==> config.mk <==
export PLATFORM = sky130hd
export DESIGN_NAME = uart_rx
export DESIGN_NICKNAME = d
export VERILOG_FILES = /design/src/rtl/uart_pkg.sv /design/src/rtl/uart_sync.sv /design/src/rtl/uart_rx.sv
export SDC_FILE = /design/constraint.sdc
export NUM_CORES = 1
export LEC_CHECK = 0
export CAP_MARGIN = 10
export CELL_PAD_IN_SITES_DETAIL_PLACEMENT = 1
export CELL_PAD_IN_SITES_GLOBAL_PLACEMENT = 1
export CORE_ASPECT_RATIO = 1.75
export CORE_MARGIN = 5
export CORE_UTILIZATION = 44
export DETAILED_ROUTE_END_ITERATION = 8
export GPL_ROUTABILITY_DRIVEN = 1
export PLACE_DENSITY_LB_ADDON = 0.1
export SYNTH_ARGS = -nofsm -noshare
export SYNTH_HDL_FRONTEND = slang
export SYNTH_SLANG_ARGS = --single-unit
==> constraint.sdc <==
create_clock -name clk -period 2.35 [get_ports clk]
set_clock_uncertainty 0.2 [all_clocks]
set_input_delay 0.3525 -clock clk [delete_from_list [all_inputs] [get_ports clk]]
set_output_delay 0.3525 -clock clk [all_outputs]
set_load 0.05 [all_outputs]
==> src/rtl/uart_pkg.sv <==
// rtl/uart_pkg.sv - shared UART types, frame-format encodings and helpers
package uart_pkg;

  typedef enum logic [2:0] {IDLE, START, DATA, PARITY, STOP} rx_state_e;

  localparam logic [1:0] DATA_BITS_5 = 2'b00;
  localparam logic [1:0] DATA_BITS_6 = 2'b01;
  localparam logic [1:0] DATA_BITS_7 = 2'b10;
  localparam logic [1:0] DATA_BITS_8 = 2'b11;

  localparam logic PARITY_EVEN = 1'b0;
  localparam logic PARITY_ODD  = 1'b1;

  function automatic logic [3:0] data_bits(input logic [1:0] code);
    return 4'd5 + {2'b00, code};
  endfunction

endpackage

==> src/rtl/uart_sync.sv <==
// rtl/uart_sync.sv - multi-flop synchronizer for the async serial line, resets to idle-high
module uart_sync #(
  parameter int SYNC_STAGES = 2
) (
  input  logic clk,
  input  logic rst_n,
  input  logic d,
  output logic q
);

  logic [SYNC_STAGES-1:0] chain;

  always_ff @(posedge clk or negedge rst_n) begin
    if (!rst_n) chain <= '1;
    else        chain <= {chain[SYNC_STAGES-2:0], d};
  end

  assign q = chain[SYNC_STAGES-1];

endmodule

==> src/rtl/uart_rx.sv <==
// rtl/uart_rx.sv - oversampling UART receiver with one-entry holding register and rts_n flow control
module uart_rx
  import uart_pkg::*;
#(
  parameter int OVERSAMPLE  = 16,
  parameter int SYNC_STAGES = 2
) (
  input  logic       clk,
  input  logic       rst_n,
  input  logic       tick,
  input  logic       rx,
  input  logic [1:0] data_bit_num,
  input  logic       stop_bit_num,
  input  logic       parity_en,
  input  logic       parity_type,
  input  logic       rd_en,
  output logic [7:0] rx_data,
  output logic       rx_valid,
  output logic       rx_done,
  output logic       parity_err,
  output logic       frame_err,
  output logic       overrun_err,
  output logic       rts_n
);

  localparam int CW = $clog2(OVERSAMPLE);
  localparam logic [CW-1:0] MID  = CW'(OVERSAMPLE / 2 - 1);
  localparam logic [CW-1:0] LAST = CW'(OVERSAMPLE - 1);

  rx_state_e     state;
  logic [CW-1:0] tick_cnt;
  logic [2:0]    bit_cnt;
  logic [7:0]    shift_reg;
  logic          pbit;
  logic          ferr;
  logic          stop_cnt;
  logic [1:0]    cfg_bits;
  logic          cfg_stop;
  logic          cfg_par_en;
  logic          cfg_par_type;
  logic          rx_s;
  logic [3:0]    n_bits;
  logic          centre;
  logic          frame_end;
  logic          perr_now;

  uart_sync #(.SYNC_STAGES(SYNC_STAGES)) u_sync (
    .clk   (clk),
    .rst_n (rst_n),
    .d     (rx),
    .q     (rx_s)
  );

  always_comb begin
    n_bits    = data_bits(cfg_bits);
    centre    = tick && (tick_cnt == LAST);
    frame_end = (state == STOP) && centre && (stop_cnt || !cfg_stop);
    perr_now  = cfg_par_en & (^shift_reg ^ pbit ^ cfg_par_type);
  end

  // Frame sequencing; every count and sample is qualified by tick.
  always_ff @(posedge clk or negedge rst_n) begin
    if (!rst_n) begin
      state        <= IDLE;
      tick_cnt     <= '0;
      bit_cnt      <= '0;
      shift_reg    <= '0;
      pbit         <= 1'b0;
      ferr         <= 1'b0;
      stop_cnt     <= 1'b0;
      cfg_bits     <= DATA_BITS_8;
      cfg_stop     <= 1'b0;
      cfg_par_en   <= 1'b0;
      cfg_par_type <= PARITY_EVEN;
    end else if (tick) begin
      case (state)
        IDLE: begin
          if (!rx_s) begin
            state        <= START;
            tick_cnt     <= '0;
            cfg_bits     <= data_bit_num;
            cfg_stop     <= stop_bit_num;
            cfg_par_en   <= parity_en;
            cfg_par_type <= parity_type;
          end
        end
        START: begin
          if (tick_cnt == MID) begin
            if (rx_s) begin
              state <= IDLE;
            end else begin
              state     <= DATA;
              tick_cnt  <= '0;
              bit_cnt   <= '0;
              shift_reg <= '0;
              pbit      <= 1'b0;
              ferr      <= 1'b0;
              stop_cnt  <= 1'b0;
            end
          end else begin
            tick_cnt <= tick_cnt + 1'b1;
          end
        end
        DATA: begin
          if (tick_cnt == LAST) begin
            tick_cnt           <= '0;
            shift_reg[bit_cnt] <= rx_s;
            bit_cnt            <= bit_cnt + 1'b1;
            if ({1'b0, bit_cnt} == n_bits - 4'd1) state <= cfg_par_en ? PARITY : STOP;
          end else begin
            tick_cnt <= tick_cnt + 1'b1;
          end
        end
        PARITY: begin
          if (tick_cnt == LAST) begin
            tick_cnt <= '0;
            pbit     <= rx_s;
            state    <= STOP;
          end else begin
            tick_cnt <= tick_cnt + 1'b1;
          end
        end
        STOP: begin
          if (tick_cnt == LAST) begin
            tick_cnt <= '0;
            if (!rx_s) ferr <= 1'b1;
            // Leave at the centre of the last stop bit so a back-to-back start edge is seen.
            if (cfg_stop && !stop_cnt) stop_cnt <= 1'b1;
            else                       state    <= IDLE;
          end else begin
            tick_cnt <= tick_cnt + 1'b1;
          end
        end
        default: state <= IDLE;
      endcase
    end
  end

  always_ff @(posedge clk or negedge rst_n) begin
    if (!rst_n) begin
      rx_data     <= '0;
      rx_valid    <= 1'b0;
      rx_done     <= 1'b0;
      parity_err  <= 1'b0;
      frame_err   <= 1'b0;
      overrun_err <= 1'b0;
      rts_n       <= 1'b1;
    end else begin
      rx_done <= 1'b0;
      rts_n   <= rx_valid;
      if (frame_end) begin
        if (!rx_valid || rd_en) begin
          rx_data    <= shift_reg;
          parity_err <= perr_now;
          frame_err  <= ferr | ~rx_s;
          rx_valid   <= 1'b1;
          rx_done    <= 1'b1;
          if (rx_valid) overrun_err <= 1'b0;
        end else begin
          overrun_err <= 1'b1;
        end
      end else if (rd_en && rx_valid) begin
        rx_valid    <= 1'b0;
        parity_err  <= 1'b0;
        frame_err   <= 1'b0;
        overrun_err <= 1'b0;
      end
    end
  end

endmodule

-- Yosys cells after proc, flatten, opt, wreduce, memory -nomap -nowiden
Index checks and enable logic that the tools add are counted.
- $add $sub $neg: 4
- order comparisons: 2
- eq/ne operators: 19
- mux-type cells: 47
- bitwise gates (word level): 5
- reduce and logical (&&, ||, !) cells: 29
- operators with widths (operator ; number):
    3-bit two-way mux ; 11
    8-bit two-way mux ; 3
    1-bit two-way mux ; 20
    2-bit inequality test, second input constant ; 9
    8-bit one-hot mux with 2 select lines ; 1
    3-bit one-hot mux with 5 select lines ; 1
    4-bit two-way mux ; 3
    4-bit one-hot mux with 3 select lines ; 1
    6-bit AND reduction ; 2
    5-bit AND reduction ; 2
    8-bit bitwise mux ; 1
    2-bit AND reduction ; 4
    8-bit AND reduction ; 1
    2-bit nonzero test ; 4
    8-bit parity ; 1
    3-bit by 2-bit == test with 1-bit output, second input constant ; 2
    1-bit logical AND ; 6
    1-bit one-hot mux with 2 select lines ; 3
    3-bit one-hot mux with 2 select lines ; 1
    3-bit by 2-bit adder with 4-bit output, first input constant ; 1
    4-bit by 1-bit adder with 4-bit output, second input constant ; 1
    3-bit by 4-bit == test with 1-bit output ; 1
    4-bit by 3-bit == test with 1-bit output, second input constant ; 1
    4-bit == test, second input constant ; 1
    20 further kinds ; 25
- bits in registers: 42
- output and inout port bits: 14
- word-level logic and storage cells: 125

-- Logic depth before layout (Yosys ltp)
- word-level depth: 7
- gate-level depth with buffers: 7
- mapped depth without buffers: 5

-- Hierarchy
Synthesis repeated with hierarchy kept, for this count alone.
- cells, all modules: 211
- area, all modules: 2263.4 sq um
- modules (own cells, without submodules) (module ; instances ; cells an instance ; area each (sq um) ; sequential area each (sq um)):
    uart_rx ; 1 ; 209 ; 2210.9 ; 1004.7
    uart_sync ; 1 ; 2 ; 52.6 ; 52.6

-- Least setup slack after synthesis
No wires, ideal clock.
- path type: register to register
- start point: register tick_cnt[1]
- end point: register rx_data[0]
- library setup time: 0.128 ns
- arrival: 1.519 ns
- setup slack: 0.504 ns
- cell stages (with the launch flop): 6
- period minus slack after synthesis: 1.846 ns
- cells stage by stage: dfrtp_1 -> ha_1 -> and3_1 -> and4_1 -> buf_4 -> mux2_1
- word-level cells in the longest chain between the ends: 5
- RTL lines (item ; RTL line ; RTL):
    start, declared ; uart_rx.sv:31 ; logic [CW-1:0] tick_cnt;
    start signal, assigned ; uart_rx.sv:101 ; tick_cnt <= tick_cnt + 1'b1;
    start signal, assigned ; uart_rx.sv:111 ; tick_cnt <= tick_cnt + 1'b1;
    start signal, assigned ; uart_rx.sv:120 ; tick_cnt <= tick_cnt + 1'b1;
    4-bit == test ; uart_rx.sv:56 ; centre = tick && (tick_cnt == LAST);
    1-bit logical AND ; uart_rx.sv:56 ;
    1-bit logical AND (2 in series) ; uart_rx.sv:57 ; frame_end = (state == STOP) && centre && (stop_cnt || !cfg_stop);
    2-bit AND reduction (no source line) ; - ;
    end signal, assigned ; uart_rx.sv:153 ; rx_data <= shift_reg;
    end, declared ; uart_rx.sv:17 ; output logic [7:0] rx_data,
Every way passes these cells.
A chain may end at the register's enable or synchronous reset.

-- Worst setup path after layout
- start point: register rts_n
- end point: output rts_n
- RTL lines (item ; RTL line ; RTL):
    start, declared ; uart_rx.sv:23 ; output logic rts_n
    start signal, assigned ; uart_rx.sv:150 ; rts_n <= rx_valid;
No word-level cell between the ends.

==> results.toml <==
[synth]
synth_fa_ha_area_share_pct = 1.096
synth_top_family_by_area = "compound AO/OA/AOI/OAI gates"
syn-mean-instance-area_um2 = 10.47
synthXorXnorAreaFrac_pct = 4.825
synth-seq-area-share_pct = 46.33
postSynth.asyncResetShare_pct = 100.0
ys.flop_type = "sky130_fd_sc_hd__dfrtp_1"
synthesis.nets = 230
synth_cell_type_count = 59
ys_warn_count = 0
synth_enable_flop_cells = 0
synth.area.mux_share_pct = 7.730
post_synth_instance_area_um2 = 2282
synth-compound-area-share_pct = 18.04
synthTopCellsByArea = "sky130_fd_sc_hd__dfrtp_1 (41%), sky130_fd_sc_hd__mux2_1 (6.4%), sky130_fd_sc_hd__dfstp_2 (5.8%)"
synthDominantCellAreaShare_pct = 40.57
post_synth_and_or_nand_nor_area_fraction_pct = 16.89
synthDominantAreaCellType = "sky130_fd_sc_hd__dfrtp_1"
postSynthRegisterBits = 42
postSynthCellCount = 218

[worst_setup_path]
crit_path_max_fanout = 1
timing.critical_path.buf_inv = 1
worst_path_largest_cell_delay_ns = 0.79
critPathCaptureType = "output pin"
critical_path_class = "register to output pin"
worst_ep_arrival_time_ns = 1.60
cells_traversed_along_the_worst_timing_path = "clkdlybuf4s50_1"
critical_path.startpoint_type = "register"
cell_type_group_with_the_largest_total_delay_on_the_critical_path = "buffers and inverters"
worstPathRequired_ns = 1.80
critical_path.slowest_cell = "sky130_fd_sc_hd__clkdlybuf4s50_1"

[routing]
vias = 1816
drt-pass1-iter-count = 4
vias_per_cell = 6.114
iteration_0_drc_count_of_the_detailed_router = 30
postRouteAntennaNets = 0
routed_wire_length_per_instance_um = 19.33
remaining_drc_errors = 0
wirelength_um = 5742

[grt]
grt_first_pass_wirelength_um = 9729
grt_max_degree = 43
grt_pass1_vias = 2046
globalRoute.totalOverflow = 0
antenna_found_initial = 0
grtUsageTotal_pct = 18.35

[clocking]
cts_made_buffers = 5
clock_latency_ns = 0.30
root_buffer = "sky130_fd_sc_hd__clkbuf_8"
cts.htree.levels = 2
numClockSinks = 42
path_clk_slew_ns = 0.08
cts.path.max_buffers = 2
cts_tree = "built"

[floorplan]
die_area_um2 = 6784
io_pins = 24
floorplan.die.height_um = 105.3
coreArea_um2 = 5020
floorplan.rows = 34
start_util_pct = 45.46
die_w_um = 64.44

[sta]
maxSlewHeadroom_pct = 64.93
share_of_the_clock_period_used_by_the_worst_path_after_layout_pct = 91.69
period_needed_ns = 2.155
timing_max_transition_violations_final = 0
finalWorstSetupSlack_ns = 0.1952
final-hold-violation-count = 0
timing_worst_slew_pin_value_ns = 0.5260
totalNegativeSetupSlack_ns = 0
max_clock_freq_ghz = 0.4641
rsz_0062_raised_after_global_routing = "false"
setup_viols_final = 0
worst_hold_margin_ns = 0.1618

[cells_and_area]
layout.cells.most_common_list = "sky130_fd_sc_hd__dfrtp_1 (37), sky130_fd_sc_hd__clkdlybuf4s50_1 (22), sky130_fd_sc_hd__nand2_1 (18)"
nets = 254
nFillCells = 566
commonest_non_fill_non_tap_cell_in_the_layout = "sky130_fd_sc_hd__dfrtp_1"
ratio_of_cells_with_drive_above_1_in_the_final_layout_pct = 12.76
area_growth_pct = 17.60
antenna_cells_inserted = 0

[flow_run]
maxCapViolations = 0

[hold_path]
holdCritPathClass = "register to register"

[pwr]
fin_total_pwr_mw = 2.235
ir_drop_mv = 0.4651
pwr_density_cell_nw_per_um2 = 832.9
static-leakage-power_nw = 1.163

[placement]
portBuffers = 23
dpl_worst_slack_ns = -0.01077
gpl.final_weighted_congestion = 0.8802
place_hpwl_um = 4467

[status]
status = "finished clean"
## synthesized netlist by cell type (all sizes together) (4+ instances only)
cell	count
dfstp	5
xnor2	9
o21ai	22
nor2	8
nand3	7
buf	14
nand2	18
inv	8
and3	4
dfrtp	37
nor2b	4
mux2	13
a31oi	7
## worst reg2reg max path, stage by stage (launching register included)
cell and delay (ns):
sky130_fd_sc_hd__dfrtp_1 0.42, sky130_fd_sc_hd__ha_1 0.28, sky130_fd_sc_hd__and3_1 0.32, sky130_fd_sc_hd__and4_2 0.43, sky130_fd_sc_hd__mux2_1 0.36
## through the flow
| step | cells | util (%) | cell area (µm²) |
|---|---|---|---|
| 2_1_floorplan | 218 | - | 2282 |
| 3_3_place_gp | 288 | 50.92 | 2556 |
| 3_5_place_dp | 288 | 50.92 | 2556 |
| 4_1_cts | 297 | 53.44 | 2683 |
| 5_1_grt | 297 | 53.46 | 2684 |
| 6_report | 297 | 53.46 | 2684 |
## worst paths after layout
kind | start | endpoint | slack, ns | cells after the start
max | rts_n | rts_n | 0.20 | 1
min | u_sync.chain[0] | u_sync.chain[1] | 0.16 | 0
max reg2reg | tick_cnt[1] | rx_data[5] | 0.23 | 4
min reg2reg | u_sync.chain[0] | u_sync.chain[1] | 0.16 | 0
max in group asynchronous | rst_n | rts_n | 1.12 | 3
min in group asynchronous | rst_n | shift_reg[1] | 0.45 | 3
## cell type report
| class | instances | area [µm²] | area share, % |
|---|---|---|---|
| clock buffer | 7 | 86.33 | 3.217 |
| clock inverter | 1 | 30.03 | 1.119 |
| timing repair buffer | 33 | 302.8 | 11.28 |
| tap | 54 | 67.56 | 2.517 |
| multi-input combinational | 152 | 1110 | 41.35 |
| inverter | 8 | 30.03 | 1.119 |
| sequential | 42 | 1057 | 39.39 |
## kinds of logic (layout without fill, tap and decap cells)
logic type	count (synthesis)	in the layout
AOI/OAI and AO/OA	59	59
and+or+nand+nor	64	64
xor gates and xnor gates	11	11
DFF	42	42
buffers and inverters	24	49
muxes	16	16
adders and majority gates	2	2
## what timing repair did
item / 4_1_cts / 5_1_grt
buffers inserted: 0 / 0
endpoints found under the hold margin: 37 / 0
resized for setup: 0 / 1
hold buffers: 1 / 0
endpoints found under the setup margin: 0 / 3
## layer usage
| metal | vias up | track usage [%] | share of wire, % |
|---|---|---|---|
| met3 | 13 | 2.875 | 2.1 |
| met5 | - | 0 | 0 |
| met1 | 934 | 17.14 | 35 |
| met2 | 26 | 37.72 | 60 |
| met4 | 0 | 6.959 | 2.7 |
| li1 | 843 | - | - |
## power breakdown
group / internal (mW) / switching (mW) / leakage, nW
clock network: 0.346 / 0.242 / 0.0585
registers: 0.831 / 0.168 / 0.551
logic: 0.325 / 0.324 / 0.554
total: 1.50 / 0.733 / 1.16
Power figures use the tool's default switching activity.
